File: src/rtl/mem_stream_controller.sv
// mem_stream_controller: accepts vector read/write commands into a small FIFO,
// issues them one at a time to a single-port vector memory, and presents read
// results on a valid/ready stream. One command is in flight at any time.
module mem_stream_controller #(
    parameter int MEM_ADDR_WIDTH      = 10,
    parameter int NUM_VECTORS         = 5,
    parameter int MIN_VEC_LENGTH      = 16,
    parameter int NUM_TILES_PER_SLICE = 20,
    parameter int NUM_STREAM_ID       = 5,
    parameter int CMD_DEPTH           = 4,
    parameter int TIMEOUT_CYCLES      = 15
) (
    input  logic                                                   clk,
    input  logic                                                   rst_n,
    // command side
    input  logic                                                   cmd_valid,
    output logic                                                   cmd_ready,
    input  logic                                                   cmd_is_write,
    input  logic [MEM_ADDR_WIDTH-1:0]                              cmd_address,
    input  logic [NUM_VECTORS-1:0]                                 cmd_length,
    input  logic [NUM_STREAM_ID-1:0]                               cmd_stream_id,
    input  logic [NUM_TILES_PER_SLICE-1:0][MIN_VEC_LENGTH-1:0]     cmd_write_data,
    // memory side
    output logic                                                   mem_read_enable,
    output logic                                                   mem_write_enable,
    output logic [MEM_ADDR_WIDTH-1:0]                              mem_address,
    output logic [NUM_VECTORS-1:0]                                 mem_vector_length,
    output logic [NUM_TILES_PER_SLICE-1:0][MIN_VEC_LENGTH-1:0]     mem_write_data,
    input  logic [NUM_TILES_PER_SLICE-1:0][MIN_VEC_LENGTH-1:0]     mem_read_data,
    input  logic                                                   mem_ready,
    // stream side
    output logic                                                   strm_valid,
    input  logic                                                   strm_ready,
    output logic [NUM_TILES_PER_SLICE-1:0][MIN_VEC_LENGTH-1:0]     strm_data,
    output logic [NUM_STREAM_ID-1:0]                               strm_stream_id,
    output logic [NUM_VECTORS-1:0]                                 strm_length,
    // status
    output logic                                                   wr_done,
    output logic                                                   cmd_error,
    output logic                                                   mem_timeout,
    output logic                                                   busy
);

    localparam int PTR_W = (CMD_DEPTH > 1) ? $clog2(CMD_DEPTH) : 1;
    localparam int CNT_W = $clog2(CMD_DEPTH + 1);
    localparam int TMO_W = $clog2(TIMEOUT_CYCLES + 1);
    localparam logic [NUM_VECTORS-1:0] MAX_LEN  = NUM_VECTORS'(NUM_TILES_PER_SLICE);
    localparam logic [CNT_W-1:0]       FULL_CNT = CNT_W'(CMD_DEPTH);
    localparam logic [TMO_W-1:0]       TMO_LAST = TMO_W'(TIMEOUT_CYCLES - 1);

    typedef logic [NUM_TILES_PER_SLICE-1:0][MIN_VEC_LENGTH-1:0] vec_t;

    typedef struct packed {
        logic                      is_write;
        logic [MEM_ADDR_WIDTH-1:0] addr;
        logic [NUM_VECTORS-1:0]    len;
        logic [NUM_STREAM_ID-1:0]  id;
        vec_t                      wdata;
    } cmd_t;

    typedef enum logic [1:0] {S_IDLE, S_ISSUE, S_WAIT, S_OUTPUT} state_e;

    state_e           state_q;
    cmd_t             fifo_q [CMD_DEPTH];
    cmd_t             cmd_in;
    cmd_t             cur_q;
    logic [PTR_W-1:0] wr_ptr_q, rd_ptr_q;
    logic [CNT_W-1:0] count_q, count_d;
    logic             rdy_init_q;
    logic             err_q;
    logic [TMO_W-1:0] tmo_cnt_q;
    logic             len_bad, accept, push, pop, full;
    vec_t             rd_masked_d;

    logic                      mem_rd_en_q, mem_wr_en_q;
    logic [MEM_ADDR_WIDTH-1:0] mem_addr_q;
    logic [NUM_VECTORS-1:0]    mem_len_q;
    vec_t                      mem_wdata_q;
    logic                      strm_valid_q;
    vec_t                      strm_data_q;
    logic [NUM_STREAM_ID-1:0]  strm_id_q;
    logic [NUM_VECTORS-1:0]    strm_len_q;
    logic                      wr_done_q, tmo_pulse_q;

    assign cmd_in  = {cmd_is_write, cmd_address, cmd_length, cmd_stream_id, cmd_write_data};
    assign len_bad = (cmd_length == '0) || (cmd_length > MAX_LEN);
    assign full    = (count_q == FULL_CNT);
    // rdy_init_q keeps cmd_ready low until the first edge out of reset
    assign cmd_ready = rdy_init_q && !full;
    assign accept  = cmd_valid && cmd_ready;
    assign push    = accept && !len_bad;
    assign pop     = (state_q == S_IDLE) && (count_q != '0);

    // Occupancy next-state; a simultaneous push and pop leaves it unchanged
    always_comb begin
        count_d = count_q;
        case ({push, pop})
            2'b10:   count_d = count_q + 1'b1;
            2'b01:   count_d = count_q - 1'b1;
            default: count_d = count_q;
        endcase
    end

    // FIFO pointers, occupancy, ready enable and bad-length error pulse
    always_ff @(posedge clk or negedge rst_n) begin
        if (!rst_n) begin
            wr_ptr_q   <= '0;
            rd_ptr_q   <= '0;
            count_q    <= '0;
            rdy_init_q <= 1'b0;
            err_q      <= 1'b0;
        end else begin
            rdy_init_q <= 1'b1;
            err_q      <= accept && len_bad;
            count_q    <= count_d;
            if (push) wr_ptr_q <= wr_ptr_q + 1'b1;
            if (pop)  rd_ptr_q <= rd_ptr_q + 1'b1;
        end
    end

    // FIFO storage; contents are meaningless while count_q says empty
    always_ff @(posedge clk) begin
        if (push) fifo_q[wr_ptr_q] <= cmd_in;
    end

    // Read data beyond the command's length is zeroed on capture
    always_comb begin
        rd_masked_d = '0;
        for (int i = 0; i < NUM_TILES_PER_SLICE; i++) begin
            if (i < int'(cur_q.len)) rd_masked_d[i] = mem_read_data[i];
        end
    end

    // Command sequencer: IDLE -> ISSUE -> WAIT -> (OUTPUT) -> IDLE
    always_ff @(posedge clk or negedge rst_n) begin
        if (!rst_n) begin
            state_q      <= S_IDLE;
            cur_q        <= '0;
            mem_rd_en_q  <= 1'b0;
            mem_wr_en_q  <= 1'b0;
            mem_addr_q   <= '0;
            mem_len_q    <= '0;
            mem_wdata_q  <= '0;
            strm_valid_q <= 1'b0;
            strm_data_q  <= '0;
            strm_id_q    <= '0;
            strm_len_q   <= '0;
            wr_done_q    <= 1'b0;
            tmo_pulse_q  <= 1'b0;
            tmo_cnt_q    <= '0;
        end else begin
            mem_rd_en_q <= 1'b0;
            mem_wr_en_q <= 1'b0;
            wr_done_q   <= 1'b0;
            tmo_pulse_q <= 1'b0;
            case (state_q)
                S_IDLE: begin
                    if (pop) begin
                        cur_q   <= fifo_q[rd_ptr_q];
                        state_q <= S_ISSUE;
                    end
                end
                S_ISSUE: begin
                    // enable and memory operands launch together; operands then
                    // hold until the next command is issued
                    mem_rd_en_q <= !cur_q.is_write;
                    mem_wr_en_q <= cur_q.is_write;
                    mem_addr_q  <= cur_q.addr;
                    mem_len_q   <= cur_q.len;
                    mem_wdata_q <= cur_q.wdata;
                    tmo_cnt_q   <= '0;
                    state_q     <= S_WAIT;
                end
                S_WAIT: begin
                    if (mem_ready) begin
                        tmo_cnt_q <= '0;
                        if (cur_q.is_write) begin
                            wr_done_q <= 1'b1;
                            state_q   <= S_IDLE;
                        end else begin
                            strm_data_q  <= rd_masked_d;
                            strm_id_q    <= cur_q.id;
                            strm_len_q   <= cur_q.len;
                            strm_valid_q <= 1'b1;
                            state_q      <= S_OUTPUT;
                        end
                    end else if (tmo_cnt_q == TMO_LAST) begin
                        // this edge completes TIMEOUT_CYCLES idle waits: drop it
                        tmo_cnt_q   <= '0;
                        tmo_pulse_q <= 1'b1;
                        state_q     <= S_IDLE;
                    end else begin
                        tmo_cnt_q <= tmo_cnt_q + 1'b1;
                    end
                end
                S_OUTPUT: begin
                    if (strm_ready) begin
                        strm_valid_q <= 1'b0;
                        state_q      <= S_IDLE;
                    end
                end
                default: state_q <= S_IDLE;
            endcase
        end
    end

    assign mem_read_enable   = mem_rd_en_q;
    assign mem_write_enable  = mem_wr_en_q;
    assign mem_address       = mem_addr_q;
    assign mem_vector_length = mem_len_q;
    assign mem_write_data    = mem_wdata_q;
    assign strm_valid        = strm_valid_q;
    assign strm_data         = strm_data_q;
    assign strm_stream_id    = strm_id_q;
    assign strm_length       = strm_len_q;
    assign wr_done           = wr_done_q;
    assign cmd_error         = err_q;
    assign mem_timeout       = tmo_pulse_q;
    assign busy              = (state_q != S_IDLE) || (count_q != '0);

endmodule

File: config.mk
export PLATFORM = sky130hd
export DESIGN_NAME = mem_stream_controller
export DESIGN_NICKNAME = d
export VERILOG_FILES = /design/src/rtl/mem_stream_controller.sv
export SDC_FILE = /design/constraint.sdc
export NUM_CORES = 2
export LEC_CHECK = 0
export ABC_CLOCK_PERIOD_IN_PS = 17420
export CAP_MARGIN = 0
export CORE_AREA = 2 2 516 518
export DETAILED_ROUTE_END_ITERATION = 12
export DIE_AREA = 0 0 518 520
export GPL_ROUTABILITY_DRIVEN = 0
export GPL_TIMING_DRIVEN = 1
export PLACE_DENSITY = 0.63
export SKIP_CTS_REPAIR_TIMING = 1
export SLEW_MARGIN = 5
export SYNTH_ARGS = -nofsm -noshare
export SYNTH_HDL_FRONTEND = slang
export SYNTH_SLANG_ARGS = --single-unit
File: constraint.sdc
create_clock -name clk -period 17.42 [get_ports clk]
set_clock_uncertainty 0.05 [all_clocks]
set_input_delay 1.742 -clock clk [delete_from_list [all_inputs] [get_ports clk]]
set_output_delay 1.742 -clock clk [all_outputs]
set_load 0.1 [all_outputs]
# Word level (Yosys, flattened, before mapping)
# Memory sizes are Yosys's and may differ from the RTL's. A register that Yosys moved wholly into a read port is not among the register bits.
# Cells that the tools add are included.
word_totals:
  out_inout_bits: 673
  input_bits: 666
  mem_bits_ro: 0
  mem_bits_rw: 1364
  word_cells: 162
  latch_bits: 0
  n_memories: 1
  regBits: 685
classes:
  bitwise_logic: 1
  n_mux: 44
  shifts: 0
  eq_ne: 12
  reduce_logical: 22
  addsub: 5
  magnitude_cmp: 21
  mul: 0
  n_div: 0
memory_table:
  columns: ["memory", "words", "width", "read_ports", "rd_clocked_by_memory_dff", "write_ports", "line", "text"]
  rows:
  - ["fifo_q", 4, 341, 1, 1, 1, "64", "cmd_t fifo_q [CMD_DEPTH];"]
ops:
  columns: ["cell", "count"]
  rows:
  - ["$mux 16", 20]
  - ["$lt 4x5->1 const A", 8]
  - ["$lt 3x5->1 const A", 4]
  - ["$lt 5x5->1 const A", 4]
  - ["$mux 1", 13]
  - ["$lt 1x5->1 const A", 2]
  - ["$lt 2x5->1 const A", 2]
  - ["$mux 2", 5]
  - ["$mux 4", 2]
  - ["$ne 2x2->1 const B", 4]
  - ["$pmux 2 s4", 1]
  - ["$pmux 4 s2", 1]
  - ["$reduce_bool 2->1", 4]
  - ["$eq 2x2->1 const B", 3]
  - ["$pmux 3 s2", 1]
  - ["$reduce_and 3->1", 2]
  - ["$gt 5x5->1 const B", 1]
  - ["$logic_and 1x1->1", 5]
  - ["$logic_not 5->1", 1]
  - ["$add 2x1->2 const B", 2]
  - ["$add 4x1->4 const B", 1]
  - ["$eq 2x1->1 const B", 2]
  - ["$eq 4x4->1 const B", 1]
  - ["$logic_not 1->1", 4]
  - ["other kinds (11)", 12]

# Logic depth before layout (Yosys ltp)
depth:
  word_depth: 7
  ltp_mapped: 12
  depth_no_buf: 10

# Worst setup path before layout
# OpenSTA, ideal clock, no wires.
synth_timing:
  path_type: "input to register"
  from: "input cmd_length[1]"
  to: "memory fifo_q[0][0] (netlist name) (enable)"
  path_slack_ps: 6312
  path_stages: 4
  required_ps: 16623
  n_path_buf: 0
  arrival_time_ps: 10311
  setup_time_ps: 747
  cell_sequence: "or2_1 a21o_1 a211oi_2 and2_1"
synth_via:
  elab_chain_cells: 6
  elab_cells_between_ends: 7
  cone_classes: "1 x order compare; 2 x mux; 4 x reduce/logical"
synth_rtl:
  columns: ["item", "line", "text"]
  rows:
  - ["start: declaration", "20", "input logic [NUM_VECTORS-1:0] cmd_length,"]
  - ["$gt 5x5->1 / $logic_not 5->1 (equally long branches)", "86", "assign len_bad = (cmd_length == '0) || (cmd_length > MAX_LEN);"]
  - ["$logic_or 1x1->1 (*)", "86", null]
  - ["$logic_not 1->1 (*)", "91", "assign push = accept && !len_bad;"]
  - ["$logic_and 1x1->1 (*)", "91", null]
  - ["$mux 1 (*)", "123", "if (push) fifo_q[wr_ptr_q] <= cmd_in;"]
  - ["$mux 1 (not written as such) (*)", "123", null]
  - ["end: declaration", "64", null]
# Every way passes the cells marked *; elsewhere a longest branch is shown, timed or not.

# Worst setup path after layout
layout_timing:
  from: "input cmd_length[1]"
  to: "memory fifo_q[1][26] (netlist name) (enable)"
# Same word-level chain as after synthesis.

==> reports/metrics.csv <==
metric,value,unit
TritonCTS Buffers,266,
final critical-path share of the clock period,0.355,
most frequent cells in the layout,"1541 x nand2_1, 1364 x edfxtp_1, 1276 x clkdlybuf4s50_1, 1024 x dfrtp_1, 341 x mux4_2",
clock buffer depth,4,
DR WL/cell,27.8,µm
HPWL Detailed,200000,µm
Peak Freq,162,MHz
Syn Nets,5993,
starting density of the core,0.333,
Syn Std Cell Area,87900,µm²
synth-to-layout area growth,29.4,%
Post-synth EDFFs,1364,
total track usage,0.212,
Final ANT Viol Nets,0,
Rows,189,
total wire length,291000,µm
Crit-path slowest cell,buf_4,
Hold Crit Class,register to register,
layout cells sized above 1,0.177,
Synth Area per Inst,16.5,µm²
CORE AREA,264000,µm²
critical path required time,17.80,ns
initial antenna violation count,65,
"Net count, final",7387,
Rel. slew slack,0.130,
Crit. End Element,register,
met2 WL post-DR,138000,µm
Iteration-0 DRC Markers,4799,
final core occ,0.431,
Syn Inst Count,5314,
Buf/Inv on CP,4,
largest net degree at the start of global routing,197,
cell family with most CP delay,buffers and inverters,
final hold violation count,0,
Startpoint Class,primary input,
"critical path, cell by cell","clkdlybuf4s50_1, or2_1, a21o_1, a211oi_2, and2_4, buf_4, buf_4, buf_4",
crit-path max cell delay,0.88,ns
Clock Tree Root,clkbuf_16,
number of global-route vias before repair,53253,
Die X,518,µm
CP max FO,63,
PortBufs,1338,
WS Path Type,primary input to register,
CTS Sinks,2390,
drc violations,0,
CTS tree,yes,
max layer used,met5,
crit path DAT,6.56,ns
IO Count,1339,
most used cell along the critical path,buf_4,
H-tree levels,5,
measured slew at the worst slew-check pin,1.30,ns
DR vias,52628,
outcome,finished clean,
max_cap viols,0,
Yosys reg bits,2390,
fin crit period,6.19,ns
gr ovfl total,0,
first-pass GRT wire length,411000,µm
mean number of vias per cell,5.02,
"most common cell after layout, fill and taps aside",nand2_1,
unrepaired setup endpoints after global routing,false,
warnings from Yosys,0,
Setup TNS,0,ns
WL met1,110000,µm
ys async rst share,0.429,
ys flop type,edfxtp_1,
met3 WL,22500,µm
Cell variety after synth,53,
Clock Latency Late Sink,0.85,ns
final setup fails,0,
die height,520,µm
final slew viol count,0,
"Reg clk slew, reported paths",0.06,ns
Die Area,269000,µm²
"Seq/Total Area, Yosys",0.758,
DR pass1 iterations,6,
-- registers in the layout, indices dropped and copies added, names as in the netlist, 3 cells and up --
register	count
cur_q	341
strm_stream_id	5
strm_length	5
tmo_cnt_q	4
mem_vector_length	5
mem_write_data	320
fifo_q	1364
count_q	3
strm_data	320
mem_address	10
-- through the flow --
step / std cells / hold WS [ns] / instance area (µm²) / worst slack (ns)
final: 10481 / 0.416 / 114000 / 11.23
after detailed placement: 9973 / 0.407 / 105000 / 10.33
after global routing: 10466 / 0.435 / 114000 / 10.96
after floorplan: 5314 / 0.389 / 87900 / 6.31
after CTS: 10454 / 0.418 / 114000 / 11.22
after global placement: 9973 / 0.402 / 105000 / 10.42
-- routing by layer --
metal / global-route usage / vias to the layer above
met5: 0 / -
met4: 0.128 / 54
met3: 0.0550 / 637
met2: 0.339 / 2274
met1: 0.258 / 27553
li1: - / 22110
-- worst paths after layout --
path	depth (start not counted)	endpoint	start	slack [ns]
worst min-delay path	2	strm_stream_id[2]$_DFFE_PN0P_	cur_q[322]$_DFFE_PN0P_	0.42
worst min register to register	2	strm_stream_id[2]$_DFFE_PN0P_	cur_q[322]$_DFFE_PN0P_	0.42
min in group asynchronous	1	strm_data[64]$_DFFE_PN0P_	rst_n	0.91
max in group asynchronous	5	cur_q[129]$_DFFE_PN0P_	rst_n	12.34
worst max register to register	8	fifo_q[1][26]$_DFFE_PP_	count_q[2]$_DFFE_PN0P_	12.35
worst max-delay path	8	fifo_q[1][26]$_DFFE_PP_	cmd_length[1]	11.23
-- worst min-delay path, delay by kind of cell, from the launching register on --
family,cells,cell delay (ns)
flip-flops,1,0.34
AND/OR/NAND/NOR,2,0.10
-- cell usage after synthesis, types with 2 or more instances --
cell type / number / share of area
a21o_1: 3 / 0.00026
a21oi_1: 6 / 0.00034
a22o_1: 80 / 0.0080
a31o_2: 2 / 0.00020
a31oi_1: 2 / 0.00014
and2_1: 5 / 0.00036
and3_1: 2 / 0.00014
buf_1: 24 / 0.0010
buf_2: 177 / 0.010
buf_4: 13 / 0.0011
buf_6: 2 / 0.00026
clkbuf_1: 61 / 0.0026
clkbuf_2: 5 / 0.00028
dfrtp_1: 1026 / 0.29
edfxtp_1: 1364 / 0.47
ha_1: 12 / 0.0017
inv_1: 10 / 0.00043
mux2_2: 337 / 0.043
mux4_2: 341 / 0.087
nand2_1: 1541 / 0.066
nand2b_1: 2 / 0.00014
nand3_1: 68 / 0.0039
nor2_1: 10 / 0.00043
nor2b_1: 3 / 0.00021
nor3_1: 3 / 0.00017
o21a_1: 2 / 0.00017
o21ai_0: 181 / 0.010
or2_2: 3 / 0.00021
xnor2_1: 5 / 0.00050
-- kinds of logic (layout without fill, tap and decap cells) --
logic type / Yosys count / after routing / share of synthesized area
buffers and inverters: 293 / 1900 / 0.0159
and+or+nand+nor: 1644 / 1644 / 0.0719
muxes: 679 / 679 / 0.131
xor gates and xnor gates: 6 / 6 / 0.000598
other: 1 / 28 / 0.0000427
adders and majority gates: 13 / 13 / 0.00194
AOI/OAI and AO/OA: 288 / 288 / 0.0207
DFF: 2390 / 2390 / 0.758
-- area by class of cell --
class	instances	area, µm²
Antenna cell	27	67.6
Tap cell	3533	4420
Fill cell	23493	150000
Clock inverter	104	1120
Sequential cell	2390	66600
Timing Repair Buffer	1408	13900
Multi-Input combinational cell	2631	19900
Inverter	11	53.8
Clock buffer	377	7610
Power is not shown: default switching activity piles up to over one toggle a cycle in this logic, so the estimate is an artifact.
